$ cat src/rtl/mult.sv
// Sequential 32x32 signed radix-2 Booth multiplier, one Booth step per clock.
// Optional macro MULT_ZERO_BYPASS_EN: zero operands complete in one cycle via DONE.
module mult (
  input  logic        clk,
  input  logic        reset,
  input  logic [31:0] value_A,
  input  logic [31:0] value_B,
  input  logic        multInit,
  output logic        multStop,
  output logic        multBusy,
  output logic [31:0] hi,
  output logic [31:0] lo
);

  typedef enum logic [1:0] {
    S_IDLE = 2'd0,
    S_RUN  = 2'd1,
    S_DONE = 2'd2
  } state_t;

  state_t      r_state;
  logic [32:0] r_M;
  logic [32:0] r_acc;
  logic [31:0] r_Q;
  logic        r_q1;
  logic [5:0]  r_count;
  logic        r_stop;
  logic        r_busy;
  logic [31:0] r_hi;
  logic [31:0] r_lo;

  logic [32:0] w_sum;
  logic [32:0] w_acc_sh;
  logic [31:0] w_Q_sh;
  logic        w_q1_sh;
  logic        w_last;
  logic [5:0]  w_count_nxt;

  // Booth add/subtract followed by arithmetic right shift of {acc, Q, q_1}
  always_comb begin
    w_sum = r_acc;
    case ({r_Q[0], r_q1})
      2'b01:   w_sum = r_acc + r_M;
      2'b10:   w_sum = r_acc - r_M;
      default: w_sum = r_acc;
    endcase
    w_acc_sh    = {w_sum[32], w_sum[32:1]};
    w_Q_sh      = {w_sum[0], r_Q[31:1]};
    w_q1_sh     = r_Q[0];
    w_last      = (r_count == 6'd31);
    w_count_nxt = r_count + 6'd1;
  end

  always_ff @(posedge clk or posedge reset) begin
    if (reset) begin
      r_state <= S_IDLE;
      r_M     <= '0;
      r_acc   <= '0;
      r_Q     <= '0;
      r_q1    <= 1'b0;
      r_count <= '0;
      r_stop  <= 1'b0;
      r_busy  <= 1'b0;
      r_hi    <= '0;
      r_lo    <= '0;
    end else begin
      case (r_state)
        S_IDLE: begin
          r_stop <= 1'b0;
          if (multInit) begin
            r_busy <= 1'b1;
`ifdef MULT_ZERO_BYPASS_EN
            if ((value_A == '0) || (value_B == '0)) begin
              r_hi    <= '0;
              r_lo    <= '0;
              r_stop  <= 1'b1;
              r_state <= S_DONE;
            end else begin
              r_M     <= {value_A[31], value_A};
              r_acc   <= '0;
              r_Q     <= value_B;
              r_q1    <= 1'b0;
              r_count <= '0;
              r_state <= S_RUN;
            end
`else
            r_M     <= {value_A[31], value_A};
            r_acc   <= '0;
            r_Q     <= value_B;
            r_q1    <= 1'b0;
            r_count <= '0;
            r_state <= S_RUN;
`endif
          end else begin
            r_busy <= 1'b0;
          end
        end
        S_RUN: begin
          r_acc   <= w_acc_sh;
          r_Q     <= w_Q_sh;
          r_q1    <= w_q1_sh;
          r_count <= w_count_nxt;
          if (w_last) begin
            // product comes from the post-shift values of this final step
            r_hi    <= w_acc_sh[31:0];
            r_lo    <= w_Q_sh;
            r_stop  <= 1'b1;
            r_state <= S_DONE;
          end
        end
        S_DONE: begin
          r_stop  <= 1'b0;
          r_busy  <= 1'b0;
          r_state <= S_IDLE;
        end
        default: begin
          r_stop  <= 1'b0;
          r_busy  <= 1'b0;
          r_state <= S_IDLE;
        end
      endcase
    end
  end

  assign multStop = r_stop;
  assign multBusy = r_busy;
  assign hi       = r_hi;
  assign lo       = r_lo;

endmodule
$ cat config.mk
export PLATFORM = sky130hd
export DESIGN_NAME = mult
export DESIGN_NICKNAME = d
export VERILOG_FILES = /design/src/rtl/mult.sv
export SDC_FILE = /design/constraint.sdc
export NUM_CORES = 1
export LEC_CHECK = 0
export BUFFER_PORTS_ARGS = -buffer_cell sky130_fd_sc_hd__clkbuf_2
export CORE_ASPECT_RATIO = 1.1
export CORE_MARGIN = 5
export CORE_UTILIZATION = 25
export DETAILED_ROUTE_END_ITERATION = 16
export PLACE_DENSITY = 0.41
export SLEW_MARGIN = 20
export SYNTH_ARGS = -nofsm -noshare
export SYNTH_HDL_FRONTEND = slang
export SYNTH_SLANG_ARGS = --single-unit
export TNS_END_PERCENT = 5
$ cat constraint.sdc
create_clock -name clk -period 9.6 [get_ports clk]
set_input_delay 0.96 -clock clk [delete_from_list [all_inputs] [get_ports clk]]
set_output_delay 0.96 -clock clk [all_outputs]
set_load 0.005 [all_outputs]
# --- Word level (Yosys, flattened, before mapping) ---
# Cells that the tools add are included.
classes:
  add_sub_neg: 3
  eq_ne: 6
  muxes: 16
  reduce_logical: 6
ops:
  columns: ["operator", "n"]
  rows:
  - ["one-hot mux 33 bit (2 select lines)", 2]
  - ["one-hot mux 32 bit (2 select lines)", 1]
  - ["adder 33 bit", 1]
  - ["2-to-1 mux 33 bit", 1]
  - ["subtractor 33 bit", 1]
  - ["2-to-1 mux 32 bit", 1]
  - ["one-hot mux 6 bit (2 select lines)", 1]
  - ["AND reduction 2 bit", 4]
  - ["adder 6 x 1 -> 6 bit (second input constant)", 1]
  - ["== test 6 x 5 -> 1 bit (second input constant)", 1]
  - ["2-to-1 mux 6 bit", 1]
  - ["== test 2 x 1 -> 1 bit (second input constant)", 2]
  - ["2-to-1 mux 1 bit", 4]
  - ["2-to-1 mux 2 bit", 2]
  - ["inequality test 2 bit (second input constant)", 2]
  - ["one-hot mux 1 bit (2 select lines)", 2]
  - ["one-hot mux 2 bit (2 select lines)", 1]
  - ["== test 2 bit (second input constant)", 1]
  - ["zero test 2 bit", 1]
  - ["nonzero test 2 bit", 1]
word_totals:
  ff_bits: 172
  input_bits: 67

# --- Depth between registers and ports, before layout ---
# Gate-level depths: netlist (run 1).
depth:
  word_depth: 3
  depth_mapped: 20
  depth_no_buf: 19

# --- Least setup slack after synthesis (run 1) ---
# OpenSTA, ideal clock, no wires.
synth_timing:
  kind: "register to register"
  start: "reg r_M[3]"
  end: "reg r_hi[31], in the netlist hi[31]"
  path_slack_ns: 5.631
  required_ns: 9.468
  stages_incl_launch_ff: 18
  path_buffers: 0
  arrival_ns: 3.837
  synth_period_minus_slack_ns: 3.969
  cell_sequence: "dfrtp_1 > or3_4 > or3_4 > nor4_4 > nand2_2 > nor2_4 > a21oi_1 > xnor2_1 > ha_1 > inv_1 > or3_1 > a311o_1 > a21oi_4 > o211ai_2 > a31oi_2 > mux2i_2 > xnor2_1 > o21ai_1"
synth_between:
  elab_chain_len: 2
  elab_cells_between_ends: 3
  cone_classes: "add/sub (2); mux (1)"
synth_lines:
  columns: ["item", "line", "text"]
  rows:
  - ["start: declaration", "22", "logic [32:0] r_M;"]
  - ["start signal: assignment", "87", "r_M <= {value_A[31], value_A};"]
  - ["subtractor 33 bit / adder 33 bit (equally long branches)", "44, 43", null]
  - ["one-hot mux 33 bit (2 select lines) *", "42", "case ({r_Q[0], r_q1})"]
  - ["end signal: assignment", "105", "r_hi <= w_acc_sh[31:0];"]
  - ["end: declaration", "29", "logic [31:0] r_hi;"]
# Mark *: on every way between the ends. The rest lies on a longest branch, timed or not.
# A chain may end at the register's enable or synchronous reset.

# --- Worst setup path in the final report (run 1) ---
# Ends and elaborated chain as after synthesis.

==> results.md, run 1 <==
* Outcome: completed
* Seq. cell area at 0.00428 mm2
* Multi-input gate area at slightly below 0.005 mm2
* Synthesized area at 0.00947 mm2
* Synth top area cells: dfrtp_1, nand2_1, ha_1
* Layout cells sized above 1 at around a fifth
* Max-slew violations at 0
* Final hold vios at 0
* Critical Path Sink Type: register
* Part of the power in registers at a little under a third
* # rows at 74
* Initial core utilization at between 20 and 30%
* RSZ-0062 raised after global routing: no
* Crit-path cells: or3_4 -> or3_4 -> nor4_4 -> nand2_2 -> nor2_4 -> a21oi_1 -> xnor2_1 -> ha_1 -> inv_1 -> or3_1 -> a311o_1 -> a21oi_4 -> o211ai_2 -> a31oi_2 -> mux2i_2 -> xnor2_1 -> o21ai_1
* WL/cell at 16.5 um
* Max rail drop VDD at 0.143 mV
* Switching Fraction at a little over two fifths
* Port Buf Inserts at 132
* Hold Path Cell Cnt at 2
* Placer congestion estimate at just over 0.8
* Drt total wl at 27,200 um
* Sum of negative setup slack at 0 ps
* Vert. Die Dim at 214 um
* Count of cell types in the netlist at 70
* Number of global-route vias before repair at 7,830
* R2R cell count at 17
* Critical R2R Capture: hi[31]
* Top-count cell post-synth: nand2_1
* Gate Count Post-Synth at slightly above 1,000
* Final setup fails at 0
* Syn avg cell area at 9.12 um2
* Part of the cycle the worst path needs at a little under half
* Sequential fraction of the synthesis area at a little under half
* # fillers at 3,985
* Clock buffer count from CTS at 17
* Arrival time of the worst setup path at 4650 ps
* Placed Area at 0.0106 mm2
* H-tree level count at 4
* Total GRT Usage at between 10% and 20%
* Worst Setup Start Kind: register
* Slew HR at 31.1%
* Dpl hpwl at 18,700 um
* 1st-pass router iterations at 4
* Logic pwr share at 51.2%
* Clock Path Buffers at 2
* Fin Clk Skew at 14.4 ps
* Commonest cells post-synth: nand2_1, dfrtp_1, a21oi_1
* Hold_buf cts at 0
* Worst-Margin Slew at 1030 ps
* Initial drt markers at between 200 and 250
* Yosys top cell area share at 45.2%
* Crit path to: hi[31]
* # IOs at 133
* DRT antenna net count at 0
* Design Area, Final at around 0.011 mm2
* Worst endpoint required time at 9910 ps
* Clock-pin slew on the worst setup and hold paths at about 70 ps
* Synth warn at 0
* DRC Markers at 0
* Die Footprint at 0.0419 mm2
* Critical Path Fanout Max at 5
* First-pass GRT wire length at 44,400 um
* CTS sink count at 171
* Largest net degree at the start of global routing at between 70 and 80
* CTS tree: done
* Final #Nets at 1,245
* Leakage at 5.14 nW
* Post-CTS setup buffer count at 0
* Area growth syn-to-layout at 18.9%
* Min-delay worst type: register to register
* Synth Flop Type: dfrtp_1
* Slowest cell delay on critical path at 420 ps
* Max-cap violations at 0
* Dominant cell type by area after synthesis: dfrtp_1
* Post-route minimum period at 4340 ps
* P_sw at 1.76 mW
* Int Pwr at about 2.4 mW
* Avg Vias per Cell at 4.58
* Yosys reg bits at 171
* Mapped Nets at between 1,000 and 1,500
* Vias at 7,550
* Initial antenna violation count at 0
* Grt ovf at 0
* Internal reg-to-reg setup slack at 5260 ps
* EDFF count, synth at 0
* CP Class: register to register
* Diode count at 0
* Peak Freq at approximately 230 MHz
* Clock power share at between 15 and 20%
* CTS root buf: clkbuf_16
* Clock latency on the worst-skew pair at between 400 and 500 ps
* CP max-delay cell: or3_4
* Pwr per Cell Area at 373 mW/mm2
* Core footprint at about 0.037 mm2
* Final core occ at 30.2%
* Asr flop ratio synth at 100%
* Die W at 196 um
* Post_cts resized at 0
* Critical path origin: r_M[3]
* R2r startpoint: r_M[3]
worst min path at each step:
stage                        start  endpoint
final                       lo[13]    lo[13]
after global routing        lo[27]    lo[27]
after CTS                   lo[13]    lo[13]
after detailed placement    lo[13]    lo[13]
after global placement       lo[5]     lo[5]
after floorplan           r_acc[0]  r_acc[0]
logic make-up (layout without fill, tap and decap cells):
kind of cell	after synthesis	in the layout	synth area share (%)
xor gates and xnor gates	56	56	5.18
muxes	39	39	4.61
adders and majority gates	36	36	4.84
DFF	171	171	45.2
and+or+nand+nor	374	374	18.8
buffers and inverters	82	197	3.32
AOI/OAI and AO/OA	280	280	18.0
layer usage:
metal,up-vias,GRT usage [%],wire length (um)
li1,3812,-,-
met1,3601,18.1,13400
met2,116,21.1,12400
met3,21,2.69,866
met4,0,4.47,460
met5,-,0,0
layout make-up:
| class | count | share of cell area (%) |
|---|---|---|
| sequential | 171 | 38.0 |
| inverter | 25 | 0.878 |
| timing repair buffer | 142 | 6.54 |
| clock buffer | 19 | 3.85 |
| multi-input combinational | 785 | 43.5 |
| clock inverter | 11 | 1.71 |
| tap | 494 | 5.49 |
worst max-delay path, delay by kind of cell (launching register included):
family,cells,cell delay [ps]
adder cells (fa/ha/maj),1,370
flip-flops,1,410
AO/OA/AOI/OAI,6,1070
XOR/XNOR,2,320
buffers and inverters,1,110
AND/OR/NAND/NOR,6,1630
multiplexers,1,290
stage by stage:
step	setup slack (ps)	cells	power (mW)	hold slack [ps]
floorplan	4010	1038	2.86	450
global placement	5260	1617	3.46	458
detailed placement	5230	1617	3.47	464
CTS	5220	1647	4.28	481
global route	4880	1647	4.59	491
finish	5260	1647	4.20	472
power by group through the flow:
| stage | sequential [mW] | combinational [mW] | clock (mW) |
|---|---|---|---|
| after CTS | 1.28 | 2.19 | 0.805 |
| after detailed placement | 1.29 | 2.18 | 0 |
| after floorplan | 1.24 | 1.62 | 0 |
| final | 1.28 | 2.15 | 0.770 |
| after global routing | 1.33 | 2.44 | 0.826 |
| after global placement | 1.29 | 2.17 | 0 |
registers in the layout (all words and copies together), names as in the netlist:
| register | cells |
|---|---|
| multStop | 1 |
| lo | 32 |
| multBusy | 1 |
| hi | 32 |
| r_acc | 32 |
| r_q1 | 1 |
| r_M | 32 |
| r_count | 6 |
| r_Q | 32 |
| r_state | 2 |
cells in the final DEF, fill, tap and decap left out, types with 4 or more instances in the layout:
master,count
nand2_1,216
dfrtp_1,170
clkbuf_2,132
a21oi_1,86
o21ai_0,85
nor2_1,57
xnor2_1,43
mux2_2,34
ha_1,34
and3b_1,24
inv_1,23
nor3_1,18
o21ai_1,17
clkbuf_16,17
a22o_1,15
xor2_1,13
a21o_1,13
nor2b_1,11
nand2b_1,10
buf_4,10
a22oi_1,9
nand3_1,8
a31oi_1,7
o21a_1,6
o31ai_1,6
o211ai_1,5
bufinv_16,5
or3_1,4
mux2i_1,4
No activity file was read; power rests on OpenSTA's default activity.
==> inputs of run 2 (changes only) <==
--- a/config.mk
+++ b/config.mk
@@ -5,6 +5,7 @@
 export SDC_FILE = /design/constraint.sdc
 export NUM_CORES = 1
 export LEC_CHECK = 0
+export ABC_AREA = 1
 export BUFFER_PORTS_ARGS = -buffer_cell sky130_fd_sc_hd__clkbuf_2
 export CORE_ASPECT_RATIO = 1.1
 export CORE_MARGIN = 5
==> constraint.sdc (replaced) <==
create_clock -name clk -period 4.5 [get_ports clk]
set_input_delay 0.45 -clock clk [delete_from_list [all_inputs] [get_ports clk]]
set_output_delay 0.45 -clock clk [all_outputs]
set_load 0.005 [all_outputs]
==> results.md, run 2 <==
* Sequential fraction of the synthesis area at 42.8% (was 45.2%)
* Yosys reg bits at 171 (unchanged)
* Avg Vias per Cell at 4.44 (was 4.58)
* Synth top area cells: dfrtp_1, nand2_1, inv_1 (was dfrtp_1, nand2_1, ha_1)
* Synth Flop Type: dfrtp_1 (unchanged)
* WL/cell at 16.1 um (was 16.5 um)
* # fillers at 4,391 (was 3,985)
* Yosys top cell area share at 42.8% (was 45.2%)
* Hold_buf cts at 0 (unchanged)
* Port Buf Inserts at 132 (unchanged)
* Crit path to: r_acc[30] (was hi[31])
* Placed Area at 0.0111 mm2 (was 0.0106 mm2)
* Dominant cell type by area after synthesis: dfrtp_1 (unchanged)
* # IOs at 133 (unchanged)
* Die W at 201 um (was 196 um)
* Layout cells sized above 1 at 14.6% (was 20.5%)
* Mapped Nets at 1,448 (was 1,141)
* CTS root buf: clkbuf_16 (unchanged)
* Clock-pin slew on the worst setup and hold paths at 70 ps (about the same)
* Sum of negative setup slack at 0 ps (unchanged)
* 1st-pass router iterations at 5 (was 4)
* CP most frequent cell: nand2_1
* Vert. Die Dim at 220 um (was 214 um)
* H-tree level count at 4 (unchanged)
* CP Class: register to register (unchanged)
* CTS sink count at 171 (unchanged)
* # rows at 76 (was 74)
* Die Footprint at 0.0441 mm2 (was 0.0419 mm2)
* Top-count cell post-synth: nand2_1 (unchanged)
* Final hold vios at 0 (unchanged)
* Max-cap violations at 0 (unchanged)
* Post-CTS setup buffer count at 0 (unchanged)
* CTS tree: done (unchanged)
* Clock latency on the worst-skew pair at 460 ps (about the same)
* Peak Freq at 284 MHz (was 230 MHz)
* First-pass GRT wire length at 51,800 um (was 44,400 um)
* Synthesized area at 0.00999 mm2 (was 0.00947 mm2)
* Commonest cells post-synth: nand2_1, dfrtp_1, inv_1 (was nand2_1, dfrtp_1, a21oi_1)
* Slowest cell delay on critical path at 420 ps (about the same)
* Crit-path cells: inv_1 -> ha_1 -> clkinv_1 -> nand2_1 -> o21ai_0 -> xor2_1 -> inv_1 -> ha_1 -> a21oi_1 -> inv_1 -> nor2_1 -> nand2_1 -> nand3_1 -> nand2_1 -> nand2_1 -> nand3_1 -> nand3_1 -> nand2_1 -> nand2_1 -> nand2_1 (was or3_4 -> or3_4 -> nor4_4 -> nand2_2 -> nor2_4 -> a21oi_1 -> xnor2_1 -> ha_1 -> inv_1 -> or3_1 -> a311o_1 -> a21oi_4 -> o211ai_2 -> a31oi_2 -> mux2i_2 -> xnor2_1 -> o21ai_1)
* R2R cell count at 20 (was 17)
* Core footprint at 0.0394 mm2 (was 0.0373 mm2)
* DRT antenna net count at 0 (unchanged)
* Arrival time of the worst setup path at 3870 ps (was 4650 ps)
* Clock Path Buffers at 2 (unchanged)
* R2r startpoint: r_q1 (was r_M[3])
* Outcome: completed (unchanged)
* Max-slew violations at 0 (unchanged)
* Drt total wl at 31,800 um (was 27,200 um)
* Number of global-route vias before repair at 9,061 (was 7,830)
* Critical R2R Capture: r_acc[30] (was hi[31])
* Post_cts resized at 0 (unchanged)
* Multi-input gate area at 0.00484 mm2 (was 0.00490 mm2)
* RSZ-0062 raised after global routing: no (unchanged)
* Initial drt markers at 420 (was 239)
* Total GRT Usage at 15.0% (was 13.3%)
* Asr flop ratio synth at 100% (unchanged)
* EDFF count, synth at 0 (unchanged)
* Leading cell type in the layout, fill and taps excluded: nand2_1 (unchanged)
* Count of cell types in the netlist at 47 (was 70)
* Grt ovf at 0 (unchanged)
* Placed Cells at 1,951 (was 1,617)
* Clock buffer count from CTS at 17 (unchanged)
* Gate Count Post-Synth at 1,345 (was 1,038)
* Commonest cells after routing, fill and taps aside: nand2_1, dfrtp_1, inv_1, clkbuf_2, o21ai_0 (was nand2_1, dfrtp_1, clkbuf_2, a21oi_1, o21ai_0)
* Design Area, Final at 0.0117 mm2 (was 0.0113 mm2)
* Final setup fails at 0 (unchanged)
* Worst endpoint required time at 4850 ps (was 9910 ps)
* Placer congestion estimate at 0.873 (was 0.817)
* Critical path origin: r_q1 (was r_M[3])
* Non-Filler Instances at 1,984 (was 1,647)
* Initial antenna violation count at 0 (unchanged)
* Minimum hold slack at 31.1 ps (was 472 ps)
* Min-delay worst type: input port to async pin (was register to register)
* Slew HR at 45.0% (was 31.1%)
* Vias at 8,811 (was 7,550)
* Synth warn at 0 (unchanged)
* Diode count at 0 (unchanged)
* Dpl hpwl at 23,500 um (was 18,700 um)
* Critical Path Sink Type: register (unchanged)
* DRC Markers at 0 (unchanged)
* Initial core utilization at 25.4% (about the same)
* Worst Setup Start Kind: register (unchanged)
* Fin Clk Skew at 20.1 ps (was 14.4 ps)
* Worst-Margin Slew at 825 ps (was 1030 ps)
* Seq. cell area at 0.00428 mm2 (about the same)
* Post-route minimum period at 3520 ps (was 4340 ps)
* Syn avg cell area at 7.43 um2 (was 9.12 um2)
* CP max-delay cell: clkinv_1 (was or3_4)
* Internal reg-to-reg setup slack at 980 ps (was 5260 ps)
* Part of the cycle the worst path needs at 78.2% (was 45.2%)
* Final #Nets at 1,567 (was 1,245)
* Largest net degree at the start of global routing at 172 (was 78)
* Critical Path Fanout Max at 18 (was 5)
* Area growth syn-to-layout at 17.3% (was 18.9%)
[run 2: worst min-delay path by stage]
stage	depth (start not counted)	start	slack (ps)	to
3_3_place_gp	2	lo[17]	460	lo[17]
5_1_grt	3	reset	50	lo[1]
3_5_place_dp	2	lo[17]	460	lo[17]
6_report	3	reset	30	lo[1]
2_1_floorplan	2	r_Q[8]	450	r_Q[8]
4_1_cts	3	value_A[6]	150	r_M[6]
[run 2: logic make-up after synthesis]
kind of cell / share of synthesized area [%]
multiplexers: 0.301
XOR/XNOR: 3.16
AND/OR/NAND/NOR: 28.2
adder cells (fa/ha/maj): 4.58
flip-flops: 42.8
AO/OA/AOI/OAI: 12.2
buffers and inverters: 8.67
[run 2: metal layers]
metal	vias to the layer above	track usage, %	routed length [um]
met5	-	0	0
met2	137	23.6	14400
met3	29	2.52	1050
li1	4539	-	-
met4	0	5.09	610
met1	4106	20.9	15800
[run 2: critical path: cells and delay by family (launching register included)]
kind | cells | cell delay (ps)
DFF | 1 | 370
and+or+nand+nor | 11 | 1310
buffers and inverters | 4 | 660
xor gates and xnor gates | 1 | 200
adders and majority gates | 2 | 530
AOI/OAI and AO/OA | 2 | 330
[run 2: layout make-up]
type,instances,area share [%]
clock buffer,20,3.90
tap,507,5.41
clock inverter,12,0.865
multi-input combinational,968,41.3
sequential,171,36.5
inverter,160,5.17
timing repair buffer,146,6.81
[run 2: stage by stage]
stage | worst slack [ps] | util [%]
final | 979 | 29.8
after global routing | 604 | 29.8
after CTS | 979 | 29.7
after detailed placement | 998 | 28.3
after global placement | 984 | 28.3
after floorplan | 1740 | -
Power of run 2 is left out: the tool's default activity adds up to more than one toggle a clock period on the data nets, which glitch-free logic cannot reach.
